[src/rtl/nrd_rem_correct.sv]
// Remainder-correction and result stage behind the 16-bit non-restoring array divider.
// Two-entry valid/ready pipeline: S1 holds the raw result, S2 holds the corrected result.
module nrd_rem_correct (
    input  logic        clk,
    input  logic        rst,
    input  logic        in_valid,
    output logic        in_ready,
    input  logic [15:0] quo_in,
    input  logic [15:0] rem_in,
    input  logic [15:0] dividend_in,
    input  logic [15:0] divisor_in,
    output logic        out_valid,
    input  logic        out_ready,
    output logic [15:0] quo_out,
    output logic [15:0] rem_out,
    output logic        dz,
    output logic        ovf,
    output logic [15:0] corr_cnt
);

    logic        s1_valid_q, s1_valid_d;
    logic [15:0] s1_quo_q, s1_quo_d;
    logic [15:0] s1_rem_q, s1_rem_d;
    logic [15:0] s1_dvd_q, s1_dvd_d;
    logic [15:0] s1_dvs_q, s1_dvs_d;

    logic        out_valid_q, out_valid_d;
    logic [15:0] quo_out_q, quo_out_d;
    logic [15:0] rem_out_q, rem_out_d;
    logic        dz_q, dz_d;
    logic        ovf_q, ovf_d;
    logic [15:0] corr_cnt_q, corr_cnt_d;

    logic        s2_free;
    logic        s1_adv;
    logic        in_xfer;

    logic [15:0] add_sum;
    logic [15:0] add_carry;

    logic [15:0] res_quo;
    logic [15:0] res_rem;
    logic        res_dz;
    logic        res_ovf;
    logic        res_corr;

    assign s2_free  = !out_valid_q || out_ready;
    assign s1_adv   = s1_valid_q && s2_free;
    assign in_ready = !s1_valid_q || s2_free;
    assign in_xfer  = in_valid && in_ready;

    // Ripple-carry add-back; the carry out of bit 15 is intentionally never formed.
    always_comb begin
        add_carry = '0;
        for (int i = 0; i < 15; i++) begin
            add_carry[i+1] = (s1_rem_q[i] & s1_dvs_q[i]) |
                             (add_carry[i] & (s1_rem_q[i] ^ s1_dvs_q[i]));
        end
        add_sum = s1_rem_q ^ s1_dvs_q ^ add_carry;
    end

    always_comb begin
        res_quo  = s1_quo_q;
        res_rem  = s1_rem_q;
        res_dz   = 1'b0;
        res_ovf  = 1'b0;
        res_corr = 1'b0;
        if (s1_dvs_q == 16'h0000) begin
            res_quo = 16'hFFFF;
            res_rem = s1_dvd_q;
            res_dz  = 1'b1;
        end else if (s1_dvs_q[15]) begin
            res_quo = 16'h0000;
            res_rem = s1_dvd_q;
            res_ovf = 1'b1;
        end else if (s1_rem_q[15]) begin
            res_rem  = add_sum;
            res_corr = 1'b1;
        end
    end

    always_comb begin
        s1_valid_d = s1_valid_q;
        s1_quo_d   = s1_quo_q;
        s1_rem_d   = s1_rem_q;
        s1_dvd_d   = s1_dvd_q;
        s1_dvs_d   = s1_dvs_q;
        if (in_xfer) begin
            s1_valid_d = 1'b1;
            s1_quo_d   = quo_in;
            s1_rem_d   = rem_in;
            s1_dvd_d   = dividend_in;
            s1_dvs_d   = divisor_in;
        end else if (s1_adv) begin
            s1_valid_d = 1'b0;
        end
    end

    always_comb begin
        out_valid_d = out_valid_q;
        quo_out_d   = quo_out_q;
        rem_out_d   = rem_out_q;
        dz_d        = dz_q;
        ovf_d       = ovf_q;
        corr_cnt_d  = corr_cnt_q;
        if (s1_adv) begin
            out_valid_d = 1'b1;
            quo_out_d   = res_quo;
            rem_out_d   = res_rem;
            dz_d        = res_dz;
            ovf_d       = res_ovf;
            if (res_corr && (corr_cnt_q != 16'hFFFF)) begin
                corr_cnt_d = corr_cnt_q + 16'd1;
            end
        end else if (out_ready) begin
            out_valid_d = 1'b0;
        end
    end

    always_ff @(posedge clk) begin
        if (rst) begin
            s1_valid_q  <= 1'b0;
            s1_quo_q    <= '0;
            s1_rem_q    <= '0;
            s1_dvd_q    <= '0;
            s1_dvs_q    <= '0;
            out_valid_q <= 1'b0;
            quo_out_q   <= '0;
            rem_out_q   <= '0;
            dz_q        <= 1'b0;
            ovf_q       <= 1'b0;
            corr_cnt_q  <= '0;
        end else begin
            s1_valid_q  <= s1_valid_d;
            s1_quo_q    <= s1_quo_d;
            s1_rem_q    <= s1_rem_d;
            s1_dvd_q    <= s1_dvd_d;
            s1_dvs_q    <= s1_dvs_d;
            out_valid_q <= out_valid_d;
            quo_out_q   <= quo_out_d;
            rem_out_q   <= rem_out_d;
            dz_q        <= dz_d;
            ovf_q       <= ovf_d;
            corr_cnt_q  <= corr_cnt_d;
        end
    end

    assign out_valid = out_valid_q;
    assign quo_out   = quo_out_q;
    assign rem_out   = rem_out_q;
    assign dz        = dz_q;
    assign ovf       = ovf_q;
    assign corr_cnt  = corr_cnt_q;

endmodule

[config.mk]
export PLATFORM = sky130hd
export DESIGN_NAME = nrd_rem_correct
export DESIGN_NICKNAME = d
export VERILOG_FILES = /design/src/rtl/nrd_rem_correct.sv
export SDC_FILE = /design/constraint.sdc
export NUM_CORES = 1
export LEC_CHECK = 0
export BUFFER_PORTS_ARGS = -buffer_cell sky130_fd_sc_hd__buf_4
export CORE_MARGIN = 8
export CORE_UTILIZATION = 41
export CTS_BUF_LIST = sky130_fd_sc_hd__clkbuf_4 sky130_fd_sc_hd__clkbuf_8
export DETAILED_ROUTE_END_ITERATION = 7
export PLACE_DENSITY = 0.62
export SETUP_SLACK_MARGIN = 0.02
export SLEW_MARGIN = 20
export SYNTH_ARGS = -nofsm -noshare
export SYNTH_HDL_FRONTEND = slang
export SYNTH_SLANG_ARGS = --single-unit
export TNS_END_PERCENT = 5
[constraint.sdc]
create_clock -name clk -period 5.6 [get_ports clk]
set_input_delay 0.84 -clock clk [delete_from_list [all_inputs] [get_ports clk]]
set_output_delay 0.84 -clock clk [all_outputs]
set_load 0.01 [all_outputs]
==> impl_metrics.json <==
{
  "post-route-cell-area_mm2": 0.00654,
  "route.vias.total": 4538,
  "hold_path.class": "register to register",
  "globalRoute.busiestLayer": "met2",
  "layout.cells.most_common_list": "153 x sky130_fd_sc_hd__nand2_1, 128 x sky130_fd_sc_hd__buf_4, 115 x sky130_fd_sc_hd__dfxtp_1",
  "fin_setup_tns_ns": -0.760,
  "violations": "setup timing",
  "critical-path-max-stage-delay_ns": 0.52,
  "initial_standard_cell_utilization_of_the_core_pct": 42.2,
  "final.hold.worst_slack_ns": 0.455,
  "antenna_violations_before_repair": 0,
  "htree_levels": 4,
  "rsz0062_at_grt": "true",
  "io-pin-count": 120,
  "pin_count_of_the_biggest_net_entering_global_routing": 83,
  "switch_share_pct": 24.7,
  "syn-cell-area_mm2": 0.00511,
  "post_layout_nets": 791,
  "setup.reg_to_reg.worst_slack_ns": -0.38,
  "worstHoldPathCells": 2,
  "cp_common_cell": "sky130_fd_sc_hd__fa_2",
  "post-cts-setup-buffers": 0,
  "finalClockSkew_ns": 0.00690,
  "power.share.clock_pct": 42.9,
  "power.share.combinational_pct": 11.5,
  "die_width_um": 128,
  "grtUsageTotal_pct": 16.9,
  "timing.rr.start": "s1_rem_q[0]$_SDFFE_PP0P_",
  "critical_path.startpoint_type": "register",
  "pwr-share-seq_pct": 45.6,
  "n_antenna_cell": 0,
  "criticalPathCategory": "register to register",
  "synth_nets": 689,
  "dieArea_mm2": 0.0163,
  "post-route-worst-setup-slack_ns": -0.379,
  "synth_enable_flop_cells": 0,
  "final_cells": 887,
  "dpl_worst_slack_ns": -0.480,
  "p_int_mw": 1.49,
  "worstPathRequired_ns": 5.96,
  "synth_area_leader_cell": "sky130_fd_sc_hd__dfxtp_1",
  "first_global_vias": 4472,
  "length_of_the_first_detailed_routing_pass_in_iterations": 4,
  "synth-seq-cells": 116,
  "dp_hpwl_um": 9220,
  "cpMaxStageDelayCell": "sky130_fd_sc_hd__fa_2",
  "gpl.final_weighted_congestion": 0.800,
  "groute.layer.met2.usage_pct": 26.5,
  "synth_sequential_area_ratio_pct": 45.5,
  "cell_chain_critical_path": "ha_2, fa_2, fa_2, fa_2, fa_2, fa_2, fa_2, fa_2, fa_2, fa_2, fa_2, fa_2, inv_2, fa_1, inv_1, fa_2, fa_2, mux2i_1, a21oi_1, o21ai_1, a21oi_1",
  "outcome": "finished, violations left",
  "buffer_ports.inserted": 119,
  "slew_headroom_pct": 35.1,
  "global_route.usage.met3_pct": 6.36,
  "grt.overflow.total": 0,
  "vdd_ir_drop_max_v": 0.000137,
  "grt_pass1_wl_um": 22000,
  "netlist_instances": 604,
  "clockRootBuffer": "sky130_fd_sc_hd__clkbuf_8",
  "worst_min_path_start": "s1_dvd_q[2]$_SDFFE_PP0P_",
  "average_size_of_a_mapped_cell_um2": 8.46,
  "clkSinkCount": 116,
  "cts_tree": "yes",
  "switching_power_mw": 0.487,
  "setup_viol": 3,
  "netlist-cell-type-count": 44,
  "routed_via_density": 5.12,
  "layout_worst_path_cycle_share_pct": 107,
  "std_cell_rows": 40,
  "fmax_mhz": 167,
  "ys_async_sr_fraction_pct": 0,
  "final_period_minus_worst_setup_slack_ns": 5.98,
  "netlist_top_cells_area": "sky130_fd_sc_hd__dfxtp_1 45%, sky130_fd_sc_hd__nand2_1 11%, sky130_fd_sc_hd__a21oi_1 11%",
  "clk_buf_depth": 2,
  "static_leak_nw": 2.60,
  "post_cts_hold_buffer_count": 0,
  "power_per_cell_area_mw_per_mm2": 302,
  "place_inst": 855,
  "cts.reportedPaths.clkPinSlew_ns": 0.07,
  "avgRoutedWirePerCell_um": 15.2,
  "clk-insertion-delay-late_ns": 0.43,
  "yosys.area.top_type_share_pct": 45.5,
  "max-cap-violations": 0,
  "detail_route.drc_violations": 0,
  "ratio_of_cells_with_drive_above_1_in_the_final_layout_pct": 27.5,
  "grtUsageMet1_pct": 20.8,
  "worstHoldEndpoint": "s1_dvd_q[2]$_SDFFE_PP0P_",
  "maxSlewViolCount": 0,
  "regToRegEndpoint": "rem_out[14]$_SDFFE_PP0P_",
  "worst-r2r-cell-count": 21,
  "drt_iter0_markers": 367,
  "flow.area_growth_from_synthesis_pct": 28.0,
  "cts_buffers": 17,
  "yosys_most_used_dff": "sky130_fd_sc_hd__dfxtp_1",
  "drt-total-wl_um": 13500,
  "worst-path-max-fanout": 2,
  "die_height_um": 128,
  "mostFrequentLayoutCell": "sky130_fd_sc_hd__nand2_1",
  "antenna_left": 0,
  "yosysWarnings": 0,
  "worstMarginPinSlew_ns": 0.972,
  "cp.arrival_ns": 6.34,
  "cp-end-kind": "register",
  "postPlaceCellArea_mm2": 0.00609,
  "finalHoldViolCount": 0,
  "core-area_mm2": 0.0121
}
## routing by layer
metal / vias up / wire, um
li1: 2257 / -
met1: 2117 / 6050
met2: 146 / 6250
met3: 18 / 995
met4: 0 / 179
met5: - / 0
## Yosys cell counts, drive strengths merged (2+ instances only)
cell type  count
nor4          14
a31o           3
fa            14
inv            6
dfxtp        116
nor2          36
a21o           2
nand2        155
clkbuf        32
and2           3
nand4          5
a21oi        116
ha             3
and4           3
nor3           2
nand3          8
a211oi        17
buf           12
nand2b         5
and3           2
mux2i         15
xnor2         11
o21ai         17
## power by group through the flow
stage / Clock, mW / Combinational (mW) / Sequential, mW
2_1_floorplan: 0 / 0.131 / 0.916
3_3_place_gp: 0 / 0.223 / 0.917
6_report: 0.846 / 0.227 / 0.900
4_1_cts: 0.863 / 0.229 / 0.900
3_5_place_dp: 0 / 0.227 / 0.919
5_1_grt: 0.906 / 0.254 / 0.905
## worst max-delay path by stage
stage                        startpoint                  endpoint  slack, ns  cells after the start
2_1_floorplan  s1_rem_q[0]$_SDFFE_PP0P_  rem_out[14]$_SDFFE_PP0P_      -0.18                     21
3_3_place_gp   s1_rem_q[0]$_SDFFE_PP0P_  rem_out[14]$_SDFFE_PP0P_      -0.40                     21
3_5_place_dp   s1_rem_q[0]$_SDFFE_PP0P_  rem_out[14]$_SDFFE_PP0P_      -0.48                     21
4_1_cts        s1_rem_q[0]$_SDFFE_PP0P_  rem_out[14]$_SDFFE_PP0P_      -0.40                     21
5_1_grt        s1_rem_q[0]$_SDFFE_PP0P_  rem_out[14]$_SDFFE_PP0P_      -0.64                     21
6_report       s1_rem_q[0]$_SDFFE_PP0P_  rem_out[14]$_SDFFE_PP0P_      -0.38                     21
## logic make-up after synthesis
kind of cell | share of synthesized area (%)
mux | 2.94
simple gates | 21.3
compound gates | 17.0
xor+xnor | 1.89
flops | 45.5
fa+ha+maj | 6.22
buf+inv | 5.12
## repair_timing
action | in CTS | in global routing
pin swaps | 3 | 1
gates resized for setup | 5 | 0
setup endpoints to repair | 3 | 4
cloned | 0 | 0
## layout make-up
type                       instances  area, um2
fill                            1180       5570
sequential                       116       2320
timing repair buffer             128        961
inverter                           7       26.3
tap                              168        210
clock buffer                      24        324
multi-input combinational        436       2570
clock inverter                     8        120
## worst max-delay path: cells and delay by family (launching register included)
family / cells / cell delay, ns
AO/OA/AOI/OAI: 3 / 0.39
adder cells (fa/ha/maj): 15 / 5.02
buffers and inverters: 2 / 0.11
flip-flops: 1 / 0.32
multiplexers: 1 / 0.06
## registers in the layout, indices dropped and copies added, names as in the netlist
name / count
corr_cnt: 16
dz: 1
s1_dvs_q: 16
s1_rem_q: 16
s1_valid_q: 1
s1_quo_q: 16
ovf: 1
quo_out: 16
out_valid: 1
rem_out: 16
s1_dvd_q: 16
## through the flow
step / util (%) / power, mW
detailed placement: 50.2 / 1.15
CTS: 54.0 / 1.99
global placement: 50.2 / 1.14
global route: 54.0 / 2.07
finish: 54.0 / 1.97
floorplan: - / 1.05
(Power assumes the default switching activity.)
